### src/rtl/prio_rr_encoder.sv
// prio_rr_encoder: registered N-way priority encoder / arbiter with a held grant.
// Fixed-priority (highest index wins) or round-robin selection, chosen per grant.
// A grant is held until it is acknowledged or its request is withdrawn.
// Each grant is followed by at least one idle cycle.
// Optional grant timeout: define PRIO_RR_ENC_TIMEOUT_EN to enable it.
// Without that macro, timeout is tied low and a grant can be held indefinitely.
module prio_rr_encoder #(
  parameter int N       = 8,
  parameter int W       = $clog2(N),
  parameter int TIMEOUT = 16
) (
  input  logic         clk,
  input  logic         rst,
  input  logic         en,
  input  logic         rr_mode,
  input  logic [N-1:0] req,
  input  logic         ack,
  output logic         gnt_valid,
  output logic [W-1:0] gnt_idx,
  output logic [N-1:0] gnt_onehot,
  output logic         timeout
);

  typedef enum logic {
    IDLE  = 1'b0,
    GRANT = 1'b1
  } state_t;

  localparam logic [W-1:0] PTR_INIT     = W'(N - 1);
  localparam logic [N-1:0] ONE_HOT_BASE = N'(1);

  // Reject parameter sets outside the supported range, including an overridden W.
  if (N < 2 || N > 64 || W != $clog2(N) || TIMEOUT < 2 || TIMEOUT > 255) begin : g_param_check
    $error("prio_rr_encoder: illegal parameter set");
  end

  state_t         state, state_n;
  logic [W-1:0]   ptr, ptr_n;
  logic           mode_q, mode_n;
  logic           valid_n;
  logic [W-1:0]   idx_n;
  logic [N-1:0]   onehot_n;
  logic [W-1:0]   win;
  logic [W-1:0]   cand;
  logic [W-1:0]   ptr_dec;

`ifdef PRIO_RR_ENC_TIMEOUT_EN
  localparam logic [7:0] CNT_LAST = 8'(TIMEOUT - 1);
  logic [7:0] cnt, cnt_n;
  logic       timeout_n;
`endif

  // Pick the winner: highest set index in fixed mode; in round-robin mode the first set bit
  // at or below ptr, wrapping to N-1. The round-robin loop runs from the farthest candidate
  // to the nearest, so the last assignment (the nearest one) wins.
  always_comb begin
    win  = '0;
    cand = '0;
    if (rr_mode) begin
      for (int k = N - 1; k >= 0; k--) begin
        cand = W'((int'(ptr) + N - k) % N);
        if (req[cand]) win = cand;
      end
    end else begin
      for (int i = 0; i < N; i++) begin
        if (req[i]) win = W'(i);
      end
    end
  end

  // Pointer value after a completed grant: one below the granted index, wrapping from 0 to N-1.
  always_comb begin
    ptr_dec = (gnt_idx == '0) ? PTR_INIT : gnt_idx - W'(1);
  end

  // Next state, pointer and registered-output values for the IDLE/GRANT machine.
  always_comb begin
    state_n  = state;
    ptr_n    = ptr;
    mode_n   = mode_q;
    valid_n  = gnt_valid;
    idx_n    = gnt_idx;
    onehot_n = gnt_onehot;
`ifdef PRIO_RR_ENC_TIMEOUT_EN
    cnt_n     = cnt;
    timeout_n = 1'b0;
`endif
    case (state)
      IDLE: begin
        valid_n  = 1'b0;
        idx_n    = '0;
        onehot_n = '0;
        if (en && (|req)) begin
          state_n  = GRANT;
          mode_n   = rr_mode;
          valid_n  = 1'b1;
          idx_n    = win;
          onehot_n = ONE_HOT_BASE << win;
`ifdef PRIO_RR_ENC_TIMEOUT_EN
          cnt_n    = '0;
`endif
        end
      end
      GRANT: begin
        if (ack) begin
          state_n  = IDLE;
          valid_n  = 1'b0;
          idx_n    = '0;
          onehot_n = '0;
          if (mode_q) ptr_n = ptr_dec;
        end else if (!req[gnt_idx]) begin
          state_n  = IDLE;
          valid_n  = 1'b0;
          idx_n    = '0;
          onehot_n = '0;
`ifdef PRIO_RR_ENC_TIMEOUT_EN
        end else if (cnt == CNT_LAST) begin
          state_n   = IDLE;
          valid_n   = 1'b0;
          idx_n     = '0;
          onehot_n  = '0;
          timeout_n = 1'b1;
          if (mode_q) ptr_n = ptr_dec;
        end else begin
          cnt_n = cnt + 8'd1;
`endif
        end
      end
      default: begin
        state_n = IDLE;
      end
    endcase
  end

  // State, pointer, latched mode and registered outputs; reset clears everything at once.
  always_ff @(posedge clk or posedge rst) begin
    if (rst) begin
      state      <= IDLE;
      ptr        <= PTR_INIT;
      mode_q     <= 1'b0;
      gnt_valid  <= 1'b0;
      gnt_idx    <= '0;
      gnt_onehot <= '0;
`ifdef PRIO_RR_ENC_TIMEOUT_EN
      cnt        <= '0;
      timeout    <= 1'b0;
`endif
    end else begin
      state      <= state_n;
      ptr        <= ptr_n;
      mode_q     <= mode_n;
      gnt_valid  <= valid_n;
      gnt_idx    <= idx_n;
      gnt_onehot <= onehot_n;
`ifdef PRIO_RR_ENC_TIMEOUT_EN
      cnt        <= cnt_n;
      timeout    <= timeout_n;
`endif
    end
  end

`ifndef PRIO_RR_ENC_TIMEOUT_EN
  assign timeout = 1'b0;
`endif

endmodule
### config.mk
export PLATFORM = sky130hd
export DESIGN_NAME = prio_rr_encoder
export DESIGN_NICKNAME = d
export VERILOG_FILES = /design/src/rtl/prio_rr_encoder.sv
export SDC_FILE = /design/constraint.sdc
export NUM_CORES = 1
export LEC_CHECK = 0
export CAP_MARGIN = 30
export CORE_MARGIN = 2
export CORE_UTILIZATION = 30
export DETAILED_ROUTE_END_ITERATION = 6
export PLACE_DENSITY = 0.56
export SLEW_MARGIN = 5
export SYNTH_ARGS = -nofsm -noshare
export SYNTH_HDL_FRONTEND = slang
export SYNTH_SLANG_ARGS = --single-unit
### constraint.sdc
create_clock -name clk -period 9 [get_ports clk]
set_input_delay 2.7 -clock clk [delete_from_list [all_inputs] [get_ports clk]]
set_output_delay 2.7 -clock clk [all_outputs]
set_load 0.01 [all_outputs]
# == After elaboration in Yosys (flattened, before gate mapping) ==
# Index checks and enable logic that the tools add are counted.
# classes
addsub,9
order_cmp,9
eq_ne,1
n_shift,1
muxes,50
n_bitwise,1
reduce_logical,5
# ops
operator,n
$mux 3,19
$lt 3x4->1 const B,9
$bmux 1 s3,9
$mux 8,3
$pmux 8 s2,1
$mux 1,15
$sub 3x3->3 const B,4
$reduce_or 8->1,1
$shl 1x3->8 const A,1
$pmux 3 s2,1
$sub 3x1->3 const B,2
$sub 3x2->3 const B,2
$pmux 1 s2,2
$add 3x1->3 const B,1
$logic_not 3->1,1
$ne 3x3->1 const B,1
$reduce_and 3->1,1
$reduce_and 2->1,1
$logic_and 1x1->1,1
$not 1->1,1
# word_totals
register_bits,17
input_bits,13
output_inout_bits,13
wordCells,82

# == Longest topological paths before layout ==
# Gate-level depths: netlist (run 1).
# depth
depth_word,16
depth_mapped,11
mapped_depth_nobuf,8

# == Worst setup path after synthesis (run 1) ==
# Ideal clock, no wire load.
# synth_timing
path_kind,input to register
from,input req[6]
to,register gnt_onehot[0]
setup_ps,110
arrival_ps,4536
required_time_ps,8890
setup_slack_ps,4354
stages,7
path_buffers,1
path_cell_list,clkbuf_2 mux4_2 mux2_2 a41o_1 a221oi_2 a211oi_1 o41ai_1
# synth_via
elab_chain_len,14
word_cells_on_any_way,35
cone_classes,eq/ne (1); shift (1); mux (31); reduce/logical (2)
# synth_lines
element,line,text
from (decl),16,"input logic [N-1:0] req,"
$bmux 1 s3,62,if (req[cand]) win = cand;
$mux 1 (implied by the code),62,
$mux 3 (8 in a row),62,
$mux 3,59,if (rr_mode) begin
$shl 1x3->8,98,onehot_n = ONE_HOT_BASE << win;
$mux 8,93,if (en && (|req)) begin
$pmux 8 s2,88,case (state)
to (signal assigned),154,gnt_onehot <= onehot_n;
to (decl),20,"output logic [N-1:0] gnt_onehot,"
# Several ways; a longest one is shown, not always the timed one. The select of a mux whose other input is x is not followed.
# A chain may end at the register's enable or synchronous reset.

# == Final worst setup path (run 1) ==
# layout_timing
from,input req[2]
to,register gnt_onehot[0]
# Same word-level chain as after synthesis.

==> results of run 1 <==
==> cell usage after synthesis, types with 2 or more instances <==
cell type	n	share of area, %
mux2_2	7	4.5
nor2b_1	2	0.71
dfrtp_1	14	20
buf_6	3	1.9
clkbuf_1	2	0.43
clkbuf_2	3	0.85
ha_1	4	2.8
mux2i_2	2	1.6
nand2_1	16	3.4
inv_1	13	2.8
nor4_1	2	0.71
a32o_1	4	2.3
buf_2	4	1.1
dfstp_2	3	4.5
o41ai_1	4	2.0
o21ai_0	5	1.4
nand2b_1	4	1.4
nor3_1	4	1.1
mux4_2	13	17
o31ai_1	2	0.85
mux2i_1	5	2.8
a21o_1	4	1.7
a211oi_1	7	3.0
nand3_1	5	1.4
a21oi_1	13	3.7
nor2_1	6	1.3
a41o_1	2	1.1
==> per-stage QoR <==
step	area, sq um	worst slack (ps)
floorplan	1760	4354
global placement	2007	3592
detailed placement	2007	3619
CTS	2052	3863
global route	2052	3662
finish	2052	3850
==> flip-flops by register name (all words and copies together), names as in the netlist <==
register,cells
mode_q,1
gnt_idx,3
gnt_onehot,8
ptr,3
gnt_valid,1
state,1
==> layout by cell type, fill, tap and decap left out, types with 5 or more instances in the layout <==
master	Yosys	layout
clkdlybuf4s50_1	0	24
inv_1	13	13
nand2_1	16	16
dfrtp_1	14	14
mux2_2	7	7
mux4_2	13	13
a211oi_1	7	7
nor2_1	6	6
a21oi_1	13	13
o21ai_0	5	5
nand3_1	5	5
mux2i_1	5	5
==> layer usage <==
metal | vias up | part of all wire (%)
met2 | 50 | 47
met1 | 775 | 46
met4 | 0 | 0.43
met5 | - | 0
met3 | 2 | 6.0
li1 | 720 | -
==> final timing paths <==
path	from	end	cells past startpoint
min in group asynchronous	rst	gnt_idx[0]	2
max in group asynchronous	rst	gnt_onehot[6]	2
min reg2reg	gnt_onehot[2]	gnt_onehot[2]	2
max	req[2]	gnt_onehot[0]	7
min	gnt_onehot[2]	gnt_onehot[2]	2
max reg2reg	ptr[1]	gnt_onehot[0]	8
==> power by group through the flow <==
stage          clock network, mW  registers, mW  logic (mW)
2_1_floorplan                  0          0.132       0.412
3_3_place_gp                   0          0.161       0.496
3_5_place_dp                   0          0.160       0.493
4_1_cts                   0.0565          0.159       0.496
5_1_grt                   0.0602          0.166       0.544
6_report                  0.0559          0.158       0.497
==> cells by family after synthesis <==
family / Yosys count / share of synthesized area, %
AOI/OAI and AO/OA: 56 / 24.02
xor gates and xnor gates: 3 / 1.919
adders and majority gates: 4 / 2.843
buffers and inverters: 26 / 7.534
DFF: 17 / 24.38
muxes: 28 / 26.80
other: 1 / 0.2130
and+or+nand+nor: 44 / 12.30
==> layout make-up <==
cell class / count / area, sq um
multi-input cells: 136 / 1199
fillers: 565 / 3522
well taps: 72 / 90.09
inverters: 13 / 48.80
flip-flops and latches: 17 / 429.2
repair buffers: 24 / 240.2
clock buffers: 4 / 45.04
==> worst max-delay path: stages <==
cell	delay [ps]
clkdlybuf4s50_1	600
mux4_2	610
mux2i_2	330
nand3_1	120
a221oi_1	380
a211oi_1	180
o41ai_1	360
==> results by group, run 1 <==
Logic synthesis
  – Syn_area_per_cell: 9.835 sq um
  – Post-synthesis sequential area ratio: 24.38%
  – Post-synth ARST share: 100.0%
  – Commonest register cell after synthesis: dfrtp_1
  – Yosys warnings: 0
  – Syn Inst Count: 179
  – Yosys reg bits: 17
  – Synthesized Nets: 196
  – Synth cell types: 53
  – Synthesized area: 0.001760 sq mm
  – EDFF count, synth: 0

Power and ir drop
  – Switching Fraction: 47.80%
  – Overall Power: 711.3 uW
  – Flop pwr share: 22.2%
  – Power share of the combinational group: 69.9%
  – Worst VDD drop: 0.0001770 V
  – Leak: 0.8238 nW
  – Pwr per Cell Area: 346.6 mW/mm^2
  – Switch Pwr: 340.0 uW
  – Clock share of power: 7.9%
  – Cell Int Power: 371.3 uW

Layout
  – Number of diodes: 0
  – # nets final: 212
  – Share of cells above drive strength 1: 18.04%
  – Area delta synth->final: 16.56%
  – Final std cells w/o fill: 266
  – Post-layout util: 36.81%

GRT
  – GR Util met1: 21.37%
  – Largest net degree at the start of global routing: 19
  – Global routing's busiest layer: met2
  – Vias in the first global route: 1412
  – GRT Total Usage: 14.51%
  – Total gr overflow: 0
  – Initial antenna violation count: 0
  – Global-route wire length before repair: 7417 microns
  – Global routing usage on met2: 23.58%
  – Met3 Use GR: 1.011%

CTS
  – Post-CTS setup buffer count: 0
  – Post-CTS sizing: 0
  – Clk_lat worst skew: 250 ps
  – Clock Tree Root: clkbuf_8
  – Clock net sink count: 17
  – CTS Hold Bufs: 0
  – Clk slew on worst S/H paths: 60 ps
  – H-tree depth: 1
  – CTS Buf Count: 3
  – Clk buf depth: 2
  – CTS tree: built

Route
  – Post-route ant nets: 0
  – Routed WL per cell: 16.80 microns
  – DR vias/cell: 5.816
  – Vias post-DR: 1547
  – 1st-iter DRT viols: 189
  – Routed WL: 4470 microns
  – Remaining DRCs: 0
  – Drt pass-1 iters: 4

STA
  – RSZ-0062 raised after global routing: false
  – Fin crit period: 5150 ps
  – Max transition margin: 52.47%
  – Max-slew violations: 0
  – Period Utilization, post-route: 57.23%
  – Final Hold Violating Endpoints: 0
  – Setup TNS: 0 ps
  – Clk_skew: 1.446 ps
  – Min Hold Slack: 486.5 ps
  – Maximum clock rate: 0.1942 GHz
  – Endpoints failing setup: 0
  – Least-Margin Pin Slew: 708.7 ps

Floorplanning
  – Boundary pin count: 26
  – Initial Util: 31.58%
  – Site Rows: 27
  – Die area: 0.006497 sq mm
  – Die Ht: 80.61 microns
  – Core box area: 0.005574 sq mm
  – Chip width: 80.61 microns

Worst setup path
  – Worst EP required: 9130 ps
  – Setup crit start kind: input pin
  – Internal reg-to-reg setup slack: 5350 ps
  – Crit path kind: in2reg
  – Critical Path Fanout Max: 10
  – Crit path DAT: 5280 ps
  – Critical Path End Type: flop

Run
  – Max Cap Viol: 0

Placed design
  – Inst Count DP: 262
  – Routability congestion estimate: 0.8003
  – Dpl hpwl: 3332 microns
  – IO buf count: 24

Run status
  – Status: complete, no violations

Worst hold path
  – Hold Path Class: reg2reg
(Power assumes the default switching activity.)
==> run 2: changes to the inputs <==
==> constraint.sdc (replaced) <==
create_clock -name clk -period 4.8 [get_ports clk]
set_input_delay 1.44 -clock clk [delete_from_list [all_inputs] [get_ports clk]]
set_output_delay 1.44 -clock clk [all_outputs]
set_load 0.01 [all_outputs]
==> run 2 against run 1 <==
Against the previous run: cell count grew 0.38%; hold slack lost 2.1 ps; register-to-register slack lost 4200 ps; clock power grew 90%.
==> results by group, run 2 (synthesized netlist as in run 1, its figures left out) <==
Route
  – Routed WL per cell: 16.56 microns
  – 1st-iter DRT viols: 116
  – Post-route ant nets: 0
  – Vias post-DR: 1510
  – Drt pass-1 iters: 4
  – Routed WL: 4422 microns
  – Remaining DRCs: 0
  – DR vias/cell: 5.655

Run status
  – Status: complete, no violations

STA
  – Endpoints failing setup: 0
  – Final Hold Violating Endpoints: 0
  – Setup TNS: 0 ps
  – Min Hold Slack: 484.5 ps
  – Least-Margin Pin Slew: 629.7 ps
  – Max transition margin: 57.98%
  – Max-slew violations: 0
  – Period Utilization, post-route: 80.01%
  – Fin crit period: 3841 ps
  – Maximum clock rate: 0.2604 GHz
  – Clk_skew: 4.451 ps
  – RSZ-0062 raised after global routing: false

Floorplanning
  – Boundary pin count: 26
  – Die Ht: 80.61 microns
  – Chip width: 80.61 microns
  – Initial Util: 31.58%
  – Core box area: 0.005574 sq mm
  – Site Rows: 27
  – Die area: 0.006497 sq mm

CTS
  – Clock net sink count: 17
  – CTS Buf Count: 3
  – CTS tree: built
  – CTS Hold Bufs: 0
  – Clk slew on worst S/H paths: 70 ps
  – Clk_lat worst skew: 250 ps
  – Clock Tree Root: clkbuf_8
  – H-tree depth: 1
  – Clk buf depth: 2
  – Post-CTS sizing: 0
  – Post-CTS setup buffer count: 0

Layout
  – Largest register FFs: 8
  – # nets final: 213
  – # fillers: 586
  – Top Registers: gnt_onehot: 8 flops, gnt_idx: 3 flops, ptr: 3 flops
  – Number of diodes: 0
  – Area delta synth->final: 16.99%
  – Most frequent cells in the layout: 24 x clkdlybuf4s50_1, 16 x nand2_1, 14 x dfrtp_1
  – Largest Register: gnt_onehot
  – Commonest non-fill, non-tap cell in the layout: clkdlybuf4s50_1
  – Share of cells above drive strength 1: 18.46%

Placed design
  – Routability congestion estimate: 0.8095
  – IO buf count: 24
  – Dpl hpwl: 3362 microns

GRT
  – GRT Total Usage: 14.62%
  – Largest net degree at the start of global routing: 19
  – Vias in the first global route: 1446
  – Global-route wire length before repair: 7458 microns
  – Total gr overflow: 0
  – Initial antenna violation count: 0

Power and ir drop
  – Leak: 0.8290 nW
  – Flop pwr share: 22.1%
  – Power share of the combinational group: 70.0%
  – Worst VDD drop: 0.0002970 V
  – Cell Int Power: 700.1 uW
  – Pwr per Cell Area: 648.0 mW/mm^2
  – Switching Fraction: 47.54%
  – Switch Pwr: 634.4 uW
  – Clock share of power: 8.0%

Worst hold path
  – Hold depth: 2
  – Hold Path Class: reg2reg
  – Worst Hold End: gnt_valid
  – Hold Crit Start: gnt_valid

Worst setup path
  – Crit path DAT: 4030 ps
  – Slowest cell on the critical path: mux4_2
  – Crit path kind: in2reg
  – Crit-path max cell delay: 610 ps
  – Setup crit start kind: input pin
  – Internal reg-to-reg setup slack: 1190 ps
  – Worst reg2reg startpoint: ptr[1]
  – Critical Path Fanout Max: 9
  – CP cell instances: clkdlybuf4s50_1 -> mux4_2 -> mux2i_2 -> o211a_1 -> a221oi_1 -> a211oi_1 -> a32o_1
  – Cells on worst reg2reg path: 8
  – Critical Path End Type: flop
  – Reg-to-Reg End: gnt_onehot[1]
  – Worst EP required: 4990 ps

Run
  – Max Cap Viol: 0
[run 2: cell count changes in the layout (fill, tap and decap cells not counted)]
cell and change:
buf_4 +1
[run 2: how the worst max path moves through the flow]
| stage | start | end | slack [ps] |
|---|---|---|---|
| floorplan | req[6] | gnt_onehot[0] | 1410 |
| global placement | req[2] | gnt_onehot[0] | 700 |
| detailed placement | req[2] | gnt_onehot[1] | 720 |
| CTS | req[2] | gnt_onehot[1] | 970 |
| global route | req[3] | gnt_onehot[1] | 800 |
| finish | req[0] | gnt_onehot[7] | 960 |
[run 2: layer usage]
| metal | global-route usage (%) | part of all wire [%] | vias to the layer above |
|---|---|---|---|
| met5 | 0 | 0 | - |
| met4 | 5.254 | 1.7 | 0 |
| met3 | 1.348 | 4.2 | 7 |
| met2 | 24.08 | 47 | 37 |
| met1 | 19.92 | 47 | 740 |
| li1 | - | - | 726 |
[run 2: power by group through the flow]
stage	Sequential (mW)	Combinational, mW	Clock (mW)
detailed placement	0.299	0.921	0
CTS	0.298	0.929	0.108
global route	0.310	1.02	0.116
floorplan	0.247	0.772	0
finish	0.295	0.934	0.106
global placement	0.301	0.925	0
[run 2: metrics by stage]
stage	power [mW]	cells	util, %	setup slack (ps)	instance area, sq um
final	1.335	267	36.95	959.4	2059
after global routing	1.444	267	36.95	799.7	2059
after CTS	1.334	267	36.95	970.8	2059
after detailed placement	1.220	263	36.14	720.2	2014
after global placement	1.226	263	36.14	699.8	2014
after floorplan	1.018	179	-	1414	1760
[run 2: area by class of cell]
cell class / count / area (sq um) / share of cell area (%)
timing repair buffer: 25 / 247.7 / 12.03
tap: 72 / 90.09 / 4.374
inverter: 13 / 48.80 / 2.369
clock buffer: 4 / 45.04 / 2.187
sequential: 17 / 429.2 / 20.84
multi-input combinational: 136 / 1199 / 58.20
[run 2: critical path: cells and delay by family]
| kind | cells | cell delay, ps |
|---|---|---|
| compound gates | 4 | 1070 |
| mux | 2 | 950 |
| buf+inv | 1 | 580 |
==> run 3: changes to the inputs <==
--- a/config.mk
+++ b/config.mk
@@ -9,7 +9,7 @@
 export CORE_MARGIN = 2
 export CORE_UTILIZATION = 30
 export DETAILED_ROUTE_END_ITERATION = 6
-export PLACE_DENSITY = 0.56
+export PLACE_DENSITY = 0.58
 export SLEW_MARGIN = 5
 export SYNTH_ARGS = -nofsm -noshare
 export SYNTH_HDL_FRONTEND = slang
==> constraint.sdc (replaced) <==
create_clock -name clk -period 3.4 [get_ports clk]
set_input_delay 1.02 -clock clk [delete_from_list [all_inputs] [get_ports clk]]
set_output_delay 1.02 -clock clk [all_outputs]
set_load 0.01 [all_outputs]
==> run 3 against run 2 <==
Against the previous run: register-to-register slack got worse by 870 ps; routed wire length increased by 5.8%; via count increased by 7.3%; global-route usage increased by 0.86 points; hold slack about the same; utilization increased by 4.4 points; cell area increased by 12%; clock power increased by 48%; largest cell class unchanged; clock skew increased by 3.3 ps.
==> results by group, run 3 (synthesized netlist as in run 1, its figures left out) <==
Power and ir drop
  – Flop pwr share: 17.0%
  – Leak: 1.006 nW
  – Overall Power: 2.133 mW
  – Switching Fraction: 46.68%
  – Power share of the combinational group: 75.7%
  – Clock share of power: 7.4%
  – Worst VDD drop: 0.0004679 V
  – Cell Int Power: 1.137 mW
  – Switch Pwr: 995.6 uW
  – Pwr per Cell Area: 925.5 mW/mm^2

Layout
  – Most frequent cells in the layout: 24 x buf_4, 19 x clkdlybuf4s50_1, 16 x nand2_1
  – Largest Register: gnt_onehot
  – Final std cells w/o fill: 290
  – Post-layout util: 41.35%
  – Top Registers: gnt_onehot: 8 flops, gnt_idx: 3 flops, ptr: 3 flops
  – Number of diodes: 0
  – Largest register FFs: 8
  – Commonest non-fill, non-tap cell in the layout: buf_4
  – Share of cells above drive strength 1: 31.19%
  – Area delta synth->final: 30.92%
  – # nets final: 236

Floorplanning
  – Core box area: 0.005574 sq mm
  – Die Ht: 80.61 microns
  – Chip width: 80.61 microns
  – Boundary pin count: 26
  – Initial Util: 31.58%
  – Die area: 0.006497 sq mm
  – Site Rows: 27

Worst setup path
  – Crit path DAT: 3470 ps
  – Crit-path max cell delay: 610 ps
  – Bufs and invs on worst path: 1
  – Critical Path Fanout Max: 6
  – Critical Path Start: req[6]
  – Worst reg2reg startpoint: ptr[1]
  – Slowest cell on the critical path: mux4_2
  – Family with the most delay on the worst path: compound AO/OA/AOI/OAI gates
  – Crit path to: gnt_onehot[1]
  – Cells on worst reg2reg path: 8
  – Setup crit start kind: input pin
  – Reg-to-Reg End: gnt_onehot[1]
  – Internal reg-to-reg setup slack: 320 ps
  – CP cell instances: clkdlybuf4s50_1 -> mux4_2 -> mux2_2 -> a41o_1 -> a221oi_4 -> a211oi_2 -> o41ai_1
  – Worst EP required: 3550 ps
  – Critical Path End Type: flop
  – Crit path depth: 7
  – Crit path kind: in2reg

STA
  – PnR worst setup slack: 79.34 ps
  – Max-slew violations: 0
  – RSZ-0062 raised after global routing: true
  – Min Hold Slack: 484.2 ps
  – Clk_skew: 7.729 ps
  – Endpoints failing setup: 0
  – Max transition margin: 57.17%
  – Fin crit period: 3321 ps
  – Least-Margin Pin Slew: 641.7 ps
  – Period Utilization, post-route: 97.67%
  – Final Hold Violating Endpoints: 0
  – Maximum clock rate: 0.3011 GHz

GRT
  – Initial antenna violation count: 0
  – GRT Total Usage: 15.47%
  – Largest net degree at the start of global routing: 18
  – Total gr overflow: 0
  – Global-route wire length before repair: 7866 microns
  – Vias in the first global route: 1537

CTS
  – H-tree depth: 1
  – Clk slew on worst S/H paths: 70 ps
  – CTS Buf Count: 3
  – Clock Tree Root: clkbuf_8
  – Clk_lat worst skew: 260 ps
  – Clk buf depth: 2
  – Clock net sink count: 17
  – CTS Hold Bufs: 0
  – Post-CTS sizing: 0
  – CTS tree: built
  – Post-CTS setup buffer count: 0

Placed design
  – Inst Count DP: 286
  – Post-place setup slack: -251.9 ps
  – IO buf count: 24
  – Dpl hpwl: 3476 microns
  – Routability congestion estimate: 0.8493

Route
  – DR vias/cell: 5.586
  – Routed WL: 4679 microns
  – Drt pass-1 iters: 4
  – Remaining DRCs: 0
  – Post-route ant nets: 0
  – 1st-iter DRT viols: 160
  – Routed WL per cell: 16.13 microns
  – Vias post-DR: 1620

Run status
  – Status: complete, no violations

Run
  – Max Cap Viol: 0

Worst hold path
  – Hold Path Class: reg2reg
## run 3: worst min path at each step
stage	cells after the start	to	from
finish	2	gnt_onehot[1]	gnt_onehot[1]
CTS	2	gnt_onehot[3]	gnt_onehot[3]
global route	2	gnt_onehot[1]	gnt_onehot[1]
detailed placement	2	gnt_onehot[3]	gnt_onehot[3]
global placement	2	mode_q	mode_q
floorplan	2	mode_q	mode_q
## run 3: layout make-up
type	instances	area, sq um
clock inverters	1	5.005
multi-input cells	136	1257
flip-flops and latches	17	429.2
fillers	565	3269
inverters	13	48.80
repair buffers	48	432.9
well taps	72	90.09
clock buffers	3	41.29
## run 3: tightest hold or removal path, cell delays in order (launching register included)
cell     delay (ps)
dfrtp_1         350
nand2_1          50
o41ai_1          50
## run 3: per-layer routing
| layer | vias up | track usage, % | part of all wire [%] |
|---|---|---|---|
| met3 | 11 | 0.8989 | 4.2 |
| li1 | 766 | - | - |
| met4 | 0 | 5.593 | 1.9 |
| met2 | 48 | 23.00 | 45 |
| met5 | - | 0 | 0 |
| met1 | 795 | 23.50 | 49 |
## run 3: power by group through the flow
stage                     registers, mW  clock network [mW]  logic, mW
after floorplan                   0.348                   0       1.09
after global placement            0.366                   0       1.51
after detailed placement          0.366                   0       1.51
after CTS                         0.363               0.156       1.52
after global routing              0.375               0.165       1.76
final                             0.362               0.157       1.61
## run 3: per-stage QoR
stage	TNS, ps	cell area [sq um]
floorplan	0	1760
global placement	-1164	2187
detailed placement	-1426	2187
CTS	0	2233
global route	-13.68	2305
finish	0	2305
==> patch: new RTL, settings of run 3 <==
Make the reset (`rst`) synchronous in one clocked block.
--- a/src/rtl/prio_rr_encoder.sv
+++ b/src/rtl/prio_rr_encoder.sv
@@ -133,7 +133,7 @@
   end
 
   // State, pointer, latched mode and registered outputs; reset clears everything at once.
-  always_ff @(posedge clk or posedge rst) begin
+  always_ff @(posedge clk) begin
     if (rst) begin
       state      <= IDLE;
       ptr        <= PTR_INIT;
Check against the original RTL: differs if rst is asserted again (counterexample within 4 cycles, from zero or initial values and one cycle with rst high); with rst held inactive, the same outputs for 4 cycles.
==> patch against run 3 <==
Clock skew down 0.0061 ns; utilization fell by 0.82 points; synthesized area shrank 8.9%; routed wire length down 11%; design area decreased by 9.6%; sequential cell count unchanged; setup slack better by 0.024 ns.
Power is left out: it rests on default switching activity, and per cell area and clock period it moved more than threefold.
==> patch: results (changes against run 3) <==
stage	metric	value	unit	change
outcome	outcome	finished, final reports clean		
worst_setup_path	R2R Path Start	ptr[1]		
synth	top_reg_cell synth	dfxtp_1		
timing	hold slack	0.455	ns	-0.0295 ns
synth	sequential fraction of the synthesis area	21.2	%	-3.2 points
grt	global-route wire length before repair	7260	um	-7.7%
worst_setup_path	RR Endpoint	gnt_onehot[0]		
grt	GR Util All Layers	14.8	%	-0.71 points
routing	wire length on met3	146	um	-26%
layout	number of fill cells in the layout	554		-1.9%
worst_setup_path	r2r worst-path depth	9		+1
layout	post-layout net count	231		-2.1%
grt	pin count of the biggest net entering global routing	15		-3
worst_setup_path	flop2flop setup slack	0.50	ns	+0.18 ns
min_path	Worst Hold End	mode_q		
synth	Synth top cells by count	17 x dfxtp_1, 13 x nand2_1, 10 x a21oi_1, 9 x mux4_2, 9 x nor2_1		
synth	syn nets	190		-3.1%
grt	met1 GRT Util	20.3	%	-3.2 points
worst_setup_path	crit-path max FO	7		+1
min_path	Hold Startpoint	mode_q		
synth	Synth async-reset ratio	0	%	-100 points
grt	vias in the first global route	1477		-3.9%
timing	Worst-Margin Slew	0.678	ns	+0.0363 ns
routing	drt via density	5.41		-3.2%
synth	count of mapped cells out of synthesis	173		-3.4%
grt	met3 usage	2.47	%	+1.6 points
routing	Wirelength per Cell	14.8	um	-8.5%
timing	clk_skew	0.00161	ns	-0.00612 ns
==> patch: changes by cell type in the layout (fill, tap and decap cells not counted), sizes merged, moves of 5 or more <==
| cell | change |
|---|---|
| o41ai | -5 |
| dfrtp | -14 |
| a211oi | -5 |
| inv | -5 |
| dfxtp | +17 |
==> patch: critical path, stage by stage <==
cell             delay [ns]
clkdlybuf4s50_1        0.48
mux4_2                 0.59
a221oi_1               0.32
a21oi_1                0.09
a211oi_2               0.27
o21ai_2                0.13
or3_1                  0.36
o31ai_1                0.19
==> patch: logic make-up after synthesis <==
kind of cell,Yosys count,share of synthesized area (%)
buffers and inverters,20,6.47
AO/OA/AOI/OAI,48,22.3
AND/OR/NAND/NOR,54,17.0
XOR/XNOR,3,1.64
other,1,0.234
flip-flops,17,21.2
multiplexers,26,28.0
adder cells (fa/ha/maj),4,3.12
==> patch: worst max-delay path by stage <==
stage | startpoint | end | slack (ns) | cells past startpoint
6_report | req[5] | gnt_onehot[1] | 0.10 | 8
2_1_floorplan | req[5] | gnt_onehot[2] | 0.39 | 7
4_1_cts | req[3] | gnt_onehot[4] | 0.14 | 7
3_5_place_dp | req[3] | gnt_onehot[0] | -0.12 | 7
3_3_place_gp | req[7] | gnt_onehot[3] | -0.12 | 8
5_1_grt | req[2] | gnt_onehot[4] | -0.003 | 8
==> patch: timing repair <==
action	CTS	global route
setup endpoints to repair	0	5
gates resized for setup	0	4
setup buffers	0	0
hold endpoints to repair	0	0
==> patch: layout make-up <==
cell class	count	area [um2]	share of cell area [%]
flip-flops and latches	17	340	16.3
multi-input cells	136	1160	55.7
well taps	70	87.6	4.20
repair buffers	47	415	19.9
inverters	9	33.8	1.62
clock buffers	4	45.0	2.16
